**src/rtl/cv32e40s_pkg.sv**
```systemverilog
// rtl/cv32e40s_pkg.sv - shared types for the PMP arbiter slice
package cv32e40s_pkg;

  // Privilege levels as encoded in mstatus.MPP
  typedef enum logic [1:0] {
    PRIV_LVL_U = 2'b00,
    PRIV_LVL_S = 2'b01,
    PRIV_LVL_H = 2'b10,
    PRIV_LVL_M = 2'b11
  } privlvl_t;

  // Access type presented to the PMP checker
  typedef enum logic [1:0] {
    PMP_ACC_READ  = 2'b00,
    PMP_ACC_WRITE = 2'b01,
    PMP_ACC_EXEC  = 2'b10
  } pmp_req_e;

  // Physical address width seen by the PMP checker
  localparam int unsigned PMP_ADDR_W = 34;

  // One requester's view of a PMP check
  typedef struct packed {
    logic [PMP_ADDR_W-1:0] addr;
    pmp_req_e              req_type;
    privlvl_t              priv;
  } pmp_arb_req_t;

  // Which requester owns the checker this cycle
  typedef enum logic [1:0] {
    GRANT_NONE = 2'b00,
    GRANT_IF   = 2'b01,
    GRANT_LSU  = 2'b10
  } pmp_arb_grant_e;

  // LSU-first selection; a starved IF overrides the LSU
  function automatic pmp_arb_grant_e pmp_arb_select(
    input logic if_elig,
    input logic lsu_elig,
    input logic if_starved
  );
    if (if_elig && (!lsu_elig || if_starved)) begin
      return GRANT_IF;
    end else if (lsu_elig) begin
      return GRANT_LSU;
    end else begin
      return GRANT_NONE;
    end
  endfunction

endpackage

```
**src/rtl/cv32e40s_pmp_arb_resp_buf.sv**
```systemverilog
// rtl/cv32e40s_pmp_arb_resp_buf.sv - one-entry valid/ready buffer holding a PMP error bit
module cv32e40s_pmp_arb_resp_buf (
  input  logic clk,
  input  logic rst_n,
  input  logic load_i,
  input  logic err_i,
  input  logic resp_ready_i,
  output logic resp_valid_o,
  output logic resp_err_o,
  output logic slot_free_o
);

  logic valid_q;
  logic valid_d;
  logic err_q;
  logic err_d;

  // The slot can take a new result if empty or being drained this cycle
  assign slot_free_o  = !valid_q || resp_ready_i;
  assign resp_valid_o = valid_q;
  assign resp_err_o   = err_q;

  // Load wins over drain so back-to-back checks keep one result per cycle
  always_comb begin
    valid_d = valid_q;
    err_d   = err_q;
    if (load_i) begin
      valid_d = 1'b1;
      err_d   = err_i;
    end else if (valid_q && resp_ready_i) begin
      valid_d = 1'b0;
    end
  end

  // Buffer state; reset drops any held result
  always_ff @(posedge clk or negedge rst_n) begin
    if (!rst_n) begin
      valid_q <= 1'b0;
      err_q   <= 1'b0;
    end else begin
      valid_q <= valid_d;
      err_q   <= err_d;
    end
  end

endmodule

```
**src/rtl/cv32e40s_pmp_arbiter.sv**
```systemverilog
// rtl/cv32e40s_pmp_arbiter.sv - shares one PMP checker between IF and LSU (option: CV32E40S_PMP_ARB_FAULT_CNT_EN)
module cv32e40s_pmp_arbiter
  import cv32e40s_pkg::*;
#(
  // Cycles IF may be denied while valid before it is forced through (1..15)
  parameter int unsigned MAX_WAIT = 3,
  parameter int unsigned WAIT_W   = $clog2(MAX_WAIT + 1)
) (
  input  logic                  clk,
  input  logic                  rst_n,

  input  logic                  if_req_valid_i,
  output logic                  if_req_ready_o,
  input  logic [PMP_ADDR_W-1:0] if_req_addr_i,
  input  privlvl_t              if_priv_lvl_i,
  output logic                  if_resp_valid_o,
  input  logic                  if_resp_ready_i,
  output logic                  if_resp_err_o,

  input  logic                  lsu_req_valid_i,
  output logic                  lsu_req_ready_o,
  input  logic [PMP_ADDR_W-1:0] lsu_req_addr_i,
  input  pmp_req_e              lsu_req_type_i,
  input  privlvl_t              lsu_priv_lvl_i,
  output logic                  lsu_resp_valid_o,
  input  logic                  lsu_resp_ready_i,
  output logic                  lsu_resp_err_o,

  input  logic                  csr_pmp_wr_i,

  output logic [PMP_ADDR_W-1:0] pmp_req_addr_o,
  output pmp_req_e              pmp_req_type_o,
  output privlvl_t              pmp_priv_lvl_o,
  input  logic                  pmp_req_err_i
`ifdef CV32E40S_PMP_ARB_FAULT_CNT_EN
  ,
  input  logic                  fault_cnt_clr_i,
  output logic [15:0]           if_fault_cnt_o,
  output logic [15:0]           lsu_fault_cnt_o
`endif
);

  localparam logic [WAIT_W-1:0] WAIT_SAT = WAIT_W'(MAX_WAIT);

  pmp_arb_req_t      if_req;
  pmp_arb_req_t      lsu_req;
  pmp_arb_req_t      sel_req;
  pmp_arb_grant_e    grant;

  logic              if_slot_free;
  logic              lsu_slot_free;
  logic              arb_open;
  logic              if_elig;
  logic              lsu_elig;
  logic              if_starved;
  logic              if_gnt;
  logic              lsu_gnt;

  logic              fence_q;
  logic              fence_d;
  logic [WAIT_W-1:0] wait_cnt_q;
  logic [WAIT_W-1:0] wait_cnt_d;

  // Pack each requester's fields; instruction fetch is always an execute check
  always_comb begin
    if_req  = '{addr: if_req_addr_i,  req_type: PMP_ACC_EXEC,   priv: if_priv_lvl_i};
    lsu_req = '{addr: lsu_req_addr_i, req_type: lsu_req_type_i, priv: lsu_priv_lvl_i};
  end

  // Grants are blocked in reset, in the CSR write cycle and in the cycle after it
  assign arb_open   = rst_n && !csr_pmp_wr_i && !fence_q;
  assign if_elig    = if_req_valid_i  && if_slot_free  && arb_open;
  assign lsu_elig   = lsu_req_valid_i && lsu_slot_free && arb_open;
  assign if_starved = (wait_cnt_q == WAIT_SAT);

  // Pick the single owner of the checker for this cycle
  always_comb begin
    grant = pmp_arb_select(if_elig, lsu_elig, if_starved);
  end

  assign if_gnt          = (grant == GRANT_IF);
  assign lsu_gnt         = (grant == GRANT_LSU);
  assign if_req_ready_o  = if_gnt;
  assign lsu_req_ready_o = lsu_gnt;

  // Checker input mux; IF is the idle default so the checker sees stable fetch traffic
  always_comb begin
    sel_req = if_req;
    if (lsu_gnt) begin
      sel_req = lsu_req;
    end
  end

  assign pmp_req_addr_o = sel_req.addr;
  assign pmp_req_type_o = sel_req.req_type;
  assign pmp_priv_lvl_o = sel_req.priv;

  cv32e40s_pmp_arb_resp_buf u_if_resp_buf (
    .clk          (clk),
    .rst_n        (rst_n),
    .load_i       (if_gnt),
    .err_i        (pmp_req_err_i),
    .resp_ready_i (if_resp_ready_i),
    .resp_valid_o (if_resp_valid_o),
    .resp_err_o   (if_resp_err_o),
    .slot_free_o  (if_slot_free)
  );

  cv32e40s_pmp_arb_resp_buf u_lsu_resp_buf (
    .clk          (clk),
    .rst_n        (rst_n),
    .load_i       (lsu_gnt),
    .err_i        (pmp_req_err_i),
    .resp_ready_i (lsu_resp_ready_i),
    .resp_valid_o (lsu_resp_valid_o),
    .resp_err_o   (lsu_resp_err_o),
    .slot_free_o  (lsu_slot_free)
  );

  // Count only cycles where IF lost arbitration; a full IF buffer or a fence is not starvation
  always_comb begin
    wait_cnt_d = wait_cnt_q;
    if (!if_req_valid_i || if_gnt) begin
      wait_cnt_d = '0;
    end else if (if_elig && (wait_cnt_q != WAIT_SAT)) begin
      wait_cnt_d = wait_cnt_q + 1'b1;
    end
  end

  // A CSR write commits at this edge, so the following cycle must also stay quiet
  always_comb begin
    fence_d = csr_pmp_wr_i;
  end

  // Arbiter state registers
  always_ff @(posedge clk or negedge rst_n) begin
    if (!rst_n) begin
      wait_cnt_q <= '0;
      fence_q    <= 1'b0;
    end else begin
      wait_cnt_q <= wait_cnt_d;
      fence_q    <= fence_d;
    end
  end

`ifdef CV32E40S_PMP_ARB_FAULT_CNT_EN
  logic [15:0] if_fault_cnt_q;
  logic [15:0] if_fault_cnt_d;
  logic [15:0] lsu_fault_cnt_q;
  logic [15:0] lsu_fault_cnt_d;

  // Saturating fault counters bumped when a faulting result is captured; clear has priority
  always_comb begin
    if_fault_cnt_d  = if_fault_cnt_q;
    lsu_fault_cnt_d = lsu_fault_cnt_q;
    if (fault_cnt_clr_i) begin
      if_fault_cnt_d  = '0;
      lsu_fault_cnt_d = '0;
    end else begin
      if (if_gnt && pmp_req_err_i && (if_fault_cnt_q != 16'hFFFF)) begin
        if_fault_cnt_d = if_fault_cnt_q + 16'd1;
      end
      if (lsu_gnt && pmp_req_err_i && (lsu_fault_cnt_q != 16'hFFFF)) begin
        lsu_fault_cnt_d = lsu_fault_cnt_q + 16'd1;
      end
    end
  end

  // Fault counter registers
  always_ff @(posedge clk or negedge rst_n) begin
    if (!rst_n) begin
      if_fault_cnt_q  <= '0;
      lsu_fault_cnt_q <= '0;
    end else begin
      if_fault_cnt_q  <= if_fault_cnt_d;
      lsu_fault_cnt_q <= lsu_fault_cnt_d;
    end
  end

  assign if_fault_cnt_o  = if_fault_cnt_q;
  assign lsu_fault_cnt_o = lsu_fault_cnt_q;
`endif

endmodule

```
**config.mk**
```make
export PLATFORM = sky130hd
export DESIGN_NAME = cv32e40s_pmp_arbiter
export DESIGN_NICKNAME = d
export VERILOG_FILES = /design/src/rtl/cv32e40s_pkg.sv /design/src/rtl/cv32e40s_pmp_arb_resp_buf.sv /design/src/rtl/cv32e40s_pmp_arbiter.sv
export SDC_FILE = /design/constraint.sdc
export NUM_CORES = 1
export LEC_CHECK = 0
export BUFFER_PORTS_ARGS = -buffer_cell sky130_fd_sc_hd__buf_2
export CAP_MARGIN = 15
export CORE_MARGIN = 10
export CORE_UTILIZATION = 31
export CTS_CLUSTER_SIZE = 16
export DETAILED_ROUTE_END_ITERATION = 7
export HOLD_SLACK_MARGIN = 0.15
export PLACE_DENSITY = 0.86
export SYNTH_ARGS = -nofsm -noshare
export SYNTH_HDL_FRONTEND = slang
export SYNTH_SLANG_ARGS = --single-unit
```
**constraint.sdc**
```tcl
create_clock -name clk -period 3.4 [get_ports clk]
set_input_delay 0.68 -clock clk [delete_from_list [all_inputs] [get_ports clk]]
set_output_delay 0.68 -clock clk [all_outputs]
set_load 0.02 [all_outputs]
```
# After elaboration in Yosys (flattened, before gate mapping)
# Index checks and enable logic that the tools add are counted.
[totals]
ff_bits = 7
inputBits = 82
output_inout_bits = 44
wordCells = 43
[op_classes]
add_sub_neg = 1
eq_ne = 4
n_mux = 9
reduce_logical = 23
[ops]
columns = ["operator", "n"]
rows = [
  ["2-to-1 mux 38 bit", 1],
  ["logical AND 1 bit", 10],
  ["2-to-1 mux 2 bit", 4],
  ["zero test 1 bit", 6],
  ["nonzero test 2 bit", 3],
  ["equality test 2 bit, second input constant", 2],
  ["logical OR 1 bit", 4],
  ["2-to-1 mux 1 bit", 4],
  ["adder 2 x 1 -> 2 bit, second input constant", 1],
  ["equality test 2 x 1 -> 1 bit, second input constant", 1],
  ["inequality test 2 bit, second input constant", 1],
]

# Depth between registers and ports, before layout
# Gate-level depths: netlist of the first run.
[logic_depth]
ltp_word = 11
depth_mapped = 5
mapped_depth_nobuf = 4

# Modules after synthesis
# From an unflattened synthesis of the first run, not the netlist that was laid out.
[unflattened]
hier_cells = 72
area_unflattened_um2 = 819.5
[by_module_without_submodules]
columns = ["module", "instances", "cells_per_inst", "area_each_um2", "seq_area_each_um2"]
rows = [
  ["cv32e40s_pmp_arbiter", 1, 62, 659.4, 75.1],
  ["cv32e40s_pmp_arb_resp_buf", 2, 5, 80.1, 50.0],
]

# Least setup slack after synthesis of the first run
# No wires, ideal clock.
[synth_path]
path_kind = "input to output"
startpoint = "input if_resp_ready_i"
endpoint = "output pmp_req_addr_o[17]"
arrival_ns = 1.660
required_ns = 2.720
path_slack_ns = 1.060
cell_stages = 5
n_path_buf = 1
path_cell_list = "nand2b_1 nand3_1 nand4_4 buf_6 mux2_1"
[synth_via]
elab_chain_len = 7
[synth_lines]
columns = ["element", "line", "text"]
rows = [
  ["start, declared", "cv32e40s_pmp_arbiter.sv:17", "input logic if_resp_ready_i,"],
  ["logical OR 1 bit", "cv32e40s_pmp_arb_resp_buf.sv:19", "assign slot_free_o = !valid_q || resp_ready_i;"],
  ["logical AND 1 bit (2 in a row)", "cv32e40s_pmp_arbiter.sv:72", "assign if_elig = if_req_valid_i && if_slot_free && arb_open;"],
  ["logical AND 1 bit", "cv32e40s_pkg.sv:42", "if (if_elig && (!lsu_elig || if_starved)) begin"],
  ["2-to-1 mux 2 bit", "cv32e40s_pkg.sv:42", ""],
  ["equality test 2 bit", "cv32e40s_pmp_arbiter.sv:82", "assign lsu_gnt = (grant == GRANT_LSU);"],
  ["2-to-1 mux 38 bit", "cv32e40s_pmp_arbiter.sv:89", "if (lsu_gnt) begin"],
  ["end, declared", "cv32e40s_pmp_arbiter.sv:31", "output logic [PMP_ADDR_W-1:0] pmp_req_addr_o,"],
]
# Every way passes these cells.

# Worst setup path in the final report of the first run
[layout_path]
startpoint = "input rst_n"
endpoint = "output pmp_req_addr_o[17]"
[layout_via]
elab_chain_len = 9
word_cells_on_any_way = 11
classes_between = "1 x eq/ne; 3 x mux; 7 x reduce/logical"
[layout_lines]
columns = ["element", "line", "text"]
rows = [
  ["start, declared", "cv32e40s_pmp_arbiter.sv:10", "input logic rst_n,"],
  ["logical AND 1 bit (*) (2 in a row)", "cv32e40s_pmp_arbiter.sv:71", "assign arb_open = rst_n && !csr_pmp_wr_i && !fence_q;"],
  ["logical AND 1 bit", "cv32e40s_pmp_arbiter.sv:73", "assign lsu_elig = lsu_req_valid_i && lsu_slot_free && arb_open;"],
  ["zero test 1 bit", "cv32e40s_pkg.sv:42", ""],
  ["logical OR 1 bit", "cv32e40s_pkg.sv:42", ""],
  ["logical AND 1 bit", "cv32e40s_pkg.sv:42", ""],
  ["2-to-1 mux 2 bit (*)", "cv32e40s_pkg.sv:42", ""],
  ["equality test 2 bit (*)", "cv32e40s_pmp_arbiter.sv:82", ""],
  ["2-to-1 mux 38 bit (*)", "cv32e40s_pmp_arbiter.sv:89", ""],
]
# Every way passes the cells marked *; elsewhere a longest branch is shown, timed or not.

==> results of run 1 <==
worst max-delay path, cell delays in order:
cell and delay (ps):
buf_2 180, nor3b_4 260, nand4_4 240, buf_4 320
mux2_1 340, buf_2 160
cells in the final DEF (no fill, tap or decap):
master / instances
nand3_1: 3
o31ai_1: 1
nand4_4: 1
clkinv_2: 1
nand3b_1: 1
dfrtp_1: 7
mux2_2: 36
ha_1: 1
nand2b_1: 2
nand2_1: 3
nand2b_4: 1
inv_1: 4
nor3b_4: 1
or2_2: 1
a21boi_0: 1
nor2_1: 1
buf_4: 1
clkbuf_4: 3
or3_1: 1
buf_2: 125
mux2_1: 2
worst paths after layout:
| check | start | to | cells past startpoint |
|---|---|---|---|
| min in group clk | u_if_resp_buf.resp_err_o | u_if_resp_buf.resp_err_o | 1 |
| max reg2reg | wait_cnt_q[0] | u_lsu_resp_buf.resp_err_o | 5 |
| min reg2reg | u_if_resp_buf.resp_err_o | u_if_resp_buf.resp_err_o | 1 |
| max in group asynchronous | rst_n | u_lsu_resp_buf.resp_valid_o | 1 |
| max | rst_n | pmp_req_addr_o[17] | 6 |
| min | rst_n | wait_cnt_q[1] | 1 |
synth_stat cells (all sizes together):
cell and count:
clkbuf 1, or2 1, ha 1, inv 4, a21boi 1, nor3b 1
nand4 1, o31ai 1, nand3b 1, mux2 38, nand3 3, or3 1
buf 3, nor2 1, nand2 3, dfrtp 7, nand2b 3
stage by stage:
step                      instance area, um^2  cells  power, mW
after floorplan                           810     71      0.192
after global placement                   1430    223      0.273
after detailed placement                 1430    223      0.278
after CTS                                1460    227      0.355
after global routing                     1460    227      0.369
final                                    1460    227      0.347
routing by layer:
layer  part of all wire  GRT usage  wire, um  vias up
met5                  0          0         0        -
met2               0.48      0.238      1880       86
li1                   -          -         -      509
met3               0.15     0.0823       588        2
met1               0.36      0.131      1430      455
met4             0.0036     0.0194        14        0
final cells by class:
class	count	area, um^2	share of cell area
Clock buffer	3	22.5	0.0154
Tap cell	30	37.5	0.0257
Clock inverter	1	5.00	0.00343
Inverter	4	15.0	0.0103
Multi-Input combinational cell	56	572	0.392
Sequential cell	7	175	0.120
Timing Repair Buffer	126	633	0.434
where the power goes:
group / switching [mW] / total [mW] / leakage (nW) / internal (mW)
Clock: 0.0307 / 0.0736 / 0.0177 / 0.0429
Sequential: 0.00401 / 0.0951 / 0.0910 / 0.0911
Combinational: 0.0918 / 0.178 / 0.750 / 0.0864
registers in the layout, summed over array words and instances (netlist names):
| name | flops |
|---|---|
| wait_cnt_q | 2 |
| fence_q | 1 |
| u_if_resp_buf.resp_err_o | 1 |
| u_if_resp_buf.resp_valid_o | 1 |
| u_lsu_resp_buf.resp_err_o | 1 |
| u_lsu_resp_buf.resp_valid_o | 1 |
logic make-up after synthesis:
family | after synthesis | share of synthesized area
multiplexers | 38 | 0.529
AND/OR/NAND/NOR | 15 | 0.144
buffers and inverters | 8 | 0.0773
flip-flops | 7 | 0.216
AO/OA/AOI/OAI | 2 | 0.0186
adder cells (fa/ha/maj) | 1 | 0.0155
==> results_dict.tcl, run 1 <==
set metrics [dict create \
    status "finished, final reports clean" \
    routabilityCongestion 0.729 \
    hold_ws_ps 256 \
    grt_pass1_wl_um 5600 \
    final_nets 281 \
    drive_above_1_share 0.863 \
    cts_hold_buf 0 \
    vias 1052 \
    die_w_um 71.1 \
    setup_tns_ps 0 \
    grt-ovfl-total 0 \
    clk_path_buf_depth 2 \
    max_freq_mhz 349 \
    cts-resized-gates 0 \
    yosysSeqAreaShare 0.216 \
    peakVddDrop_v 0.000306 \
    grt_max_degree 31 \
    wl_per_cell_um 17.2 \
    n_fill_cell 237 \
    clock_latency_ps 250 \
    synth_top_area_frac 0.501 \
    drv_cap 0 \
    num_rows 18 \
    post-route-min-period_ps 2870 \
    grt_usage 0.133 \
    first_global_vias 1148 \
    coreArea_um2 2480 \
    antenna_found_initial 0 \
    chipHeight_um 71.1 \
    required_ps 2720 \
    cp-end-kind "output port" \
    maxSlewViolCount 0 \
    cp.arrival_ps 2190 \
    synth.ff_latch_count 7 \
    syn_nets 154 \
    dpl.hpwl_um 3620 \
    ys_warn_count 0 \
    ant_nets 0 \
    finalClockSkew_ps 0.254 \
    post-route-period-util 0.843 \
    cts-root-buf "clkbuf_4" \
    start_util 0.327 \
    area_growth_pct 80.4 \
    power.leakage_nw 0.859 \
    setup_ws_ps 533 \
    die_area_um2 5060 \
    slew_headroom 0.769 \
    dp_slack_ps 513 \
    cts_made_buffers 3 \
    yosysTopAreaCell "mux2_2" \
    cts_setup_buffers 0 \
    critPathKind "in2out" \
    boundaryPins 126 \
    regToRegSetupSlack_ps 1670 \
    cts.sinks 7 \
    numPortBuffers 125 \
    drc 0 \
    critical_path.startpoint_type "input port" \
    viasPerCell 4.63 \
    final-hold-violation-count 0 \
    clkTransAtPathRegs_ps 50 \
    tightest_slew_ps 346 \
    first_pass_iters 3 \
    synth_cell_types 19 \
    avgSynthCellArea_um2 11.4 \
    rsz0062_at_grt "no" \
    worst-path-max-fanout 30 \
    drt-initial-drc-count 7 \
    synth_area_leaders "mux2_2 (50%), dfrtp_1 (22%), buf_6 (4.2%)" \
    n_antenna_cell 0 \
    h-tree-depth 1 \
    cts_tree "built" \
    netlist_area_um2 810 \
    syn_inst 71 \
    drt_wl_total_um 3910 \
    hold_class "in2async" \
    setup_viol 0 \
    fin_util 0.589 \
    cellPowerDensity_nw_per_um2 238 \
]
Note: power is estimated with default switching activity, not from simulation.
==> run 2: changes to the inputs <==
CORE_UTILIZATION = 26   (was 31)
PLACE_DENSITY = 0.77   (was 0.86)
clock period = 2.4 ns   (was 3.4 ns; I/O delays follow)
==> results_dict.tcl, run 2 (synthesis gave the netlist of run 1 again) <==
set metrics [dict create \
    drive_above_1_share 0.854 \
    n_antenna_cell 0 \
    viasPerCell 4.28 \
    clkTransAtPathRegs_ps 50 \
    slew_headroom 0.846 \
    grt_max_degree 42 \
    dp_slack_ps 216 \
    cellPowerDensity_nw_per_um2 329 \
    power.leakage_nw 0.871 \
    finalClockSkew_ps 1.69 \
    max_freq_mhz 443 \
    clock_latency_ps 240 \
    cts_tree "built" \
    drc 0 \
    first_global_vias 1182 \
    maxSlewViolCount 0 \
    peakVddDrop_v 0.000215 \
    chipHeight_um 75.8 \
    num_rows 20 \
    final_common_cell "buf_2" \
    grt_usage 0.123 \
    setup_ws_ps 140 \
    fin_util 0.498 \
    final-hold-violation-count 0 \
    drt_wl_total_um 4100 \
    top_register "wait_cnt_q" \
    clk_path_buf_depth 2 \
    cp.arrival_ps 1780 \
    cp-end-kind "output port" \
    tightest_slew_ps 231 \
    design_area_um2 1510 \
    drv_cap 0 \
    ant_nets 0 \
    largest_register_ffs 2 \
    multi_input_area_um2 572 \
    status "finished, final reports clean" \
    routabilityCongestion 0.750 \
    setup_viol 0 \
    post-route-period-util 0.941 \
    cts.sinks 7 \
    start_util 0.267 \
    n_fill_cell 299 \
    die_w_um 75.8 \
    final_nets 283 \
    final_cell_mix "buf_2 (125), mux2_2 (36), dfrtp_1 (7)" \
    worst-path-max-fanout 41 \
    critPathKind "reg2out" \
    wl_per_cell_um 16.9 \
    drt-initial-drc-count 22 \
    post-route-min-period_ps 2260 \
    h-tree-depth 1 \
    area_growth_pct 86.1 \
    dpl.hpwl_um 3670 \
    vias 1041 \
    cts_made_buffers 3 \
    boundaryPins 126 \
    antenna_found_initial 0 \
    required_ps 1920 \
    setup_tns_ps 0 \
    rsz0062_at_grt "no" \
    grt-ovfl-total 0 \
    die_area_um2 5750 \
    coreArea_um2 3030 \
    grt_pass1_wl_um 5510 \
    place_area_um2 1470 \
    critical_path.startpoint_type "flop" \
    cts-root-buf "clkbuf_4" \
    hold_class "in2reg" \
    seqCellArea_um2 175 \
    first_pass_iters 4 \
    numPortBuffers 125 \
]
## run 2: worst paths after layout
kind                                           start  slack, ps                   endpoint  cells after the start
min in group asynchronous                      rst_n        710              wait_cnt_q[1]                      3
min                                     csr_pmp_wr_i        390                    fence_q                      1
max                                    wait_cnt_q[0]        140         pmp_req_addr_o[32]                      6
max in group asynchronous                      rst_n       1580  u_lsu_resp_buf.resp_err_o                      3
min reg2reg                u_lsu_resp_buf.resp_err_o        510  u_lsu_resp_buf.resp_err_o                      1
max reg2reg                            wait_cnt_q[0]        910              wait_cnt_q[0]                      4
## run 2: power breakdown
part	leakage (nW)	switching, mW	internal (mW)	total, mW
clock	0.0150	0.0388	0.0631	0.102
combinational	0.766	0.133	0.126	0.259
sequential	0.0910	0.00590	0.129	0.135
total	0.871	0.178	0.318	0.496
## run 2: cell type report
class / count / area share
tap: 44 / 0.0365
clock buffer: 4 / 0.0174
inverter: 4 / 0.00997
timing repair buffer: 128 / 0.440
sequential: 7 / 0.116
multi-input combinational: 56 / 0.380
## run 2: routing by layer
metal / wire, um / share of wire / track usage
met1: 1340 / 0.33 / 0.113
met2: 2200 / 0.54 / 0.240
met3: 534 / 0.13 / 0.0508
met4: 27 / 0.0066 / 0.0371
met5: 0 / 0 / 0
## run 2: through the flow
step | cells | hold WS (ps) | total power [mW]
after floorplan | 71 | 184 | 0.271
after global routing | 243 | 390 | 0.529
after global placement | 238 | 395 | 0.391
after detailed placement | 238 | 417 | 0.397
final | 243 | 394 | 0.496
after CTS | 243 | 389 | 0.505
## run 2: worst max-delay path, cell delays in order, from the launching register on
cell	delay, ps
dfrtp_1	360
ha_1	170
nand3_1	120
nand4_4	110
buf_12	230
mux2_2	370
buf_2	160
## run 2: timing repair
action / 4_1_cts / 5_1_grt
hold endpoints to repair: 3 / 0
hold buffers: 1 / 0
endpoints found under the setup margin: 0 / 0
resized for setup: 0 / 0
setup buffers: 0 / 0
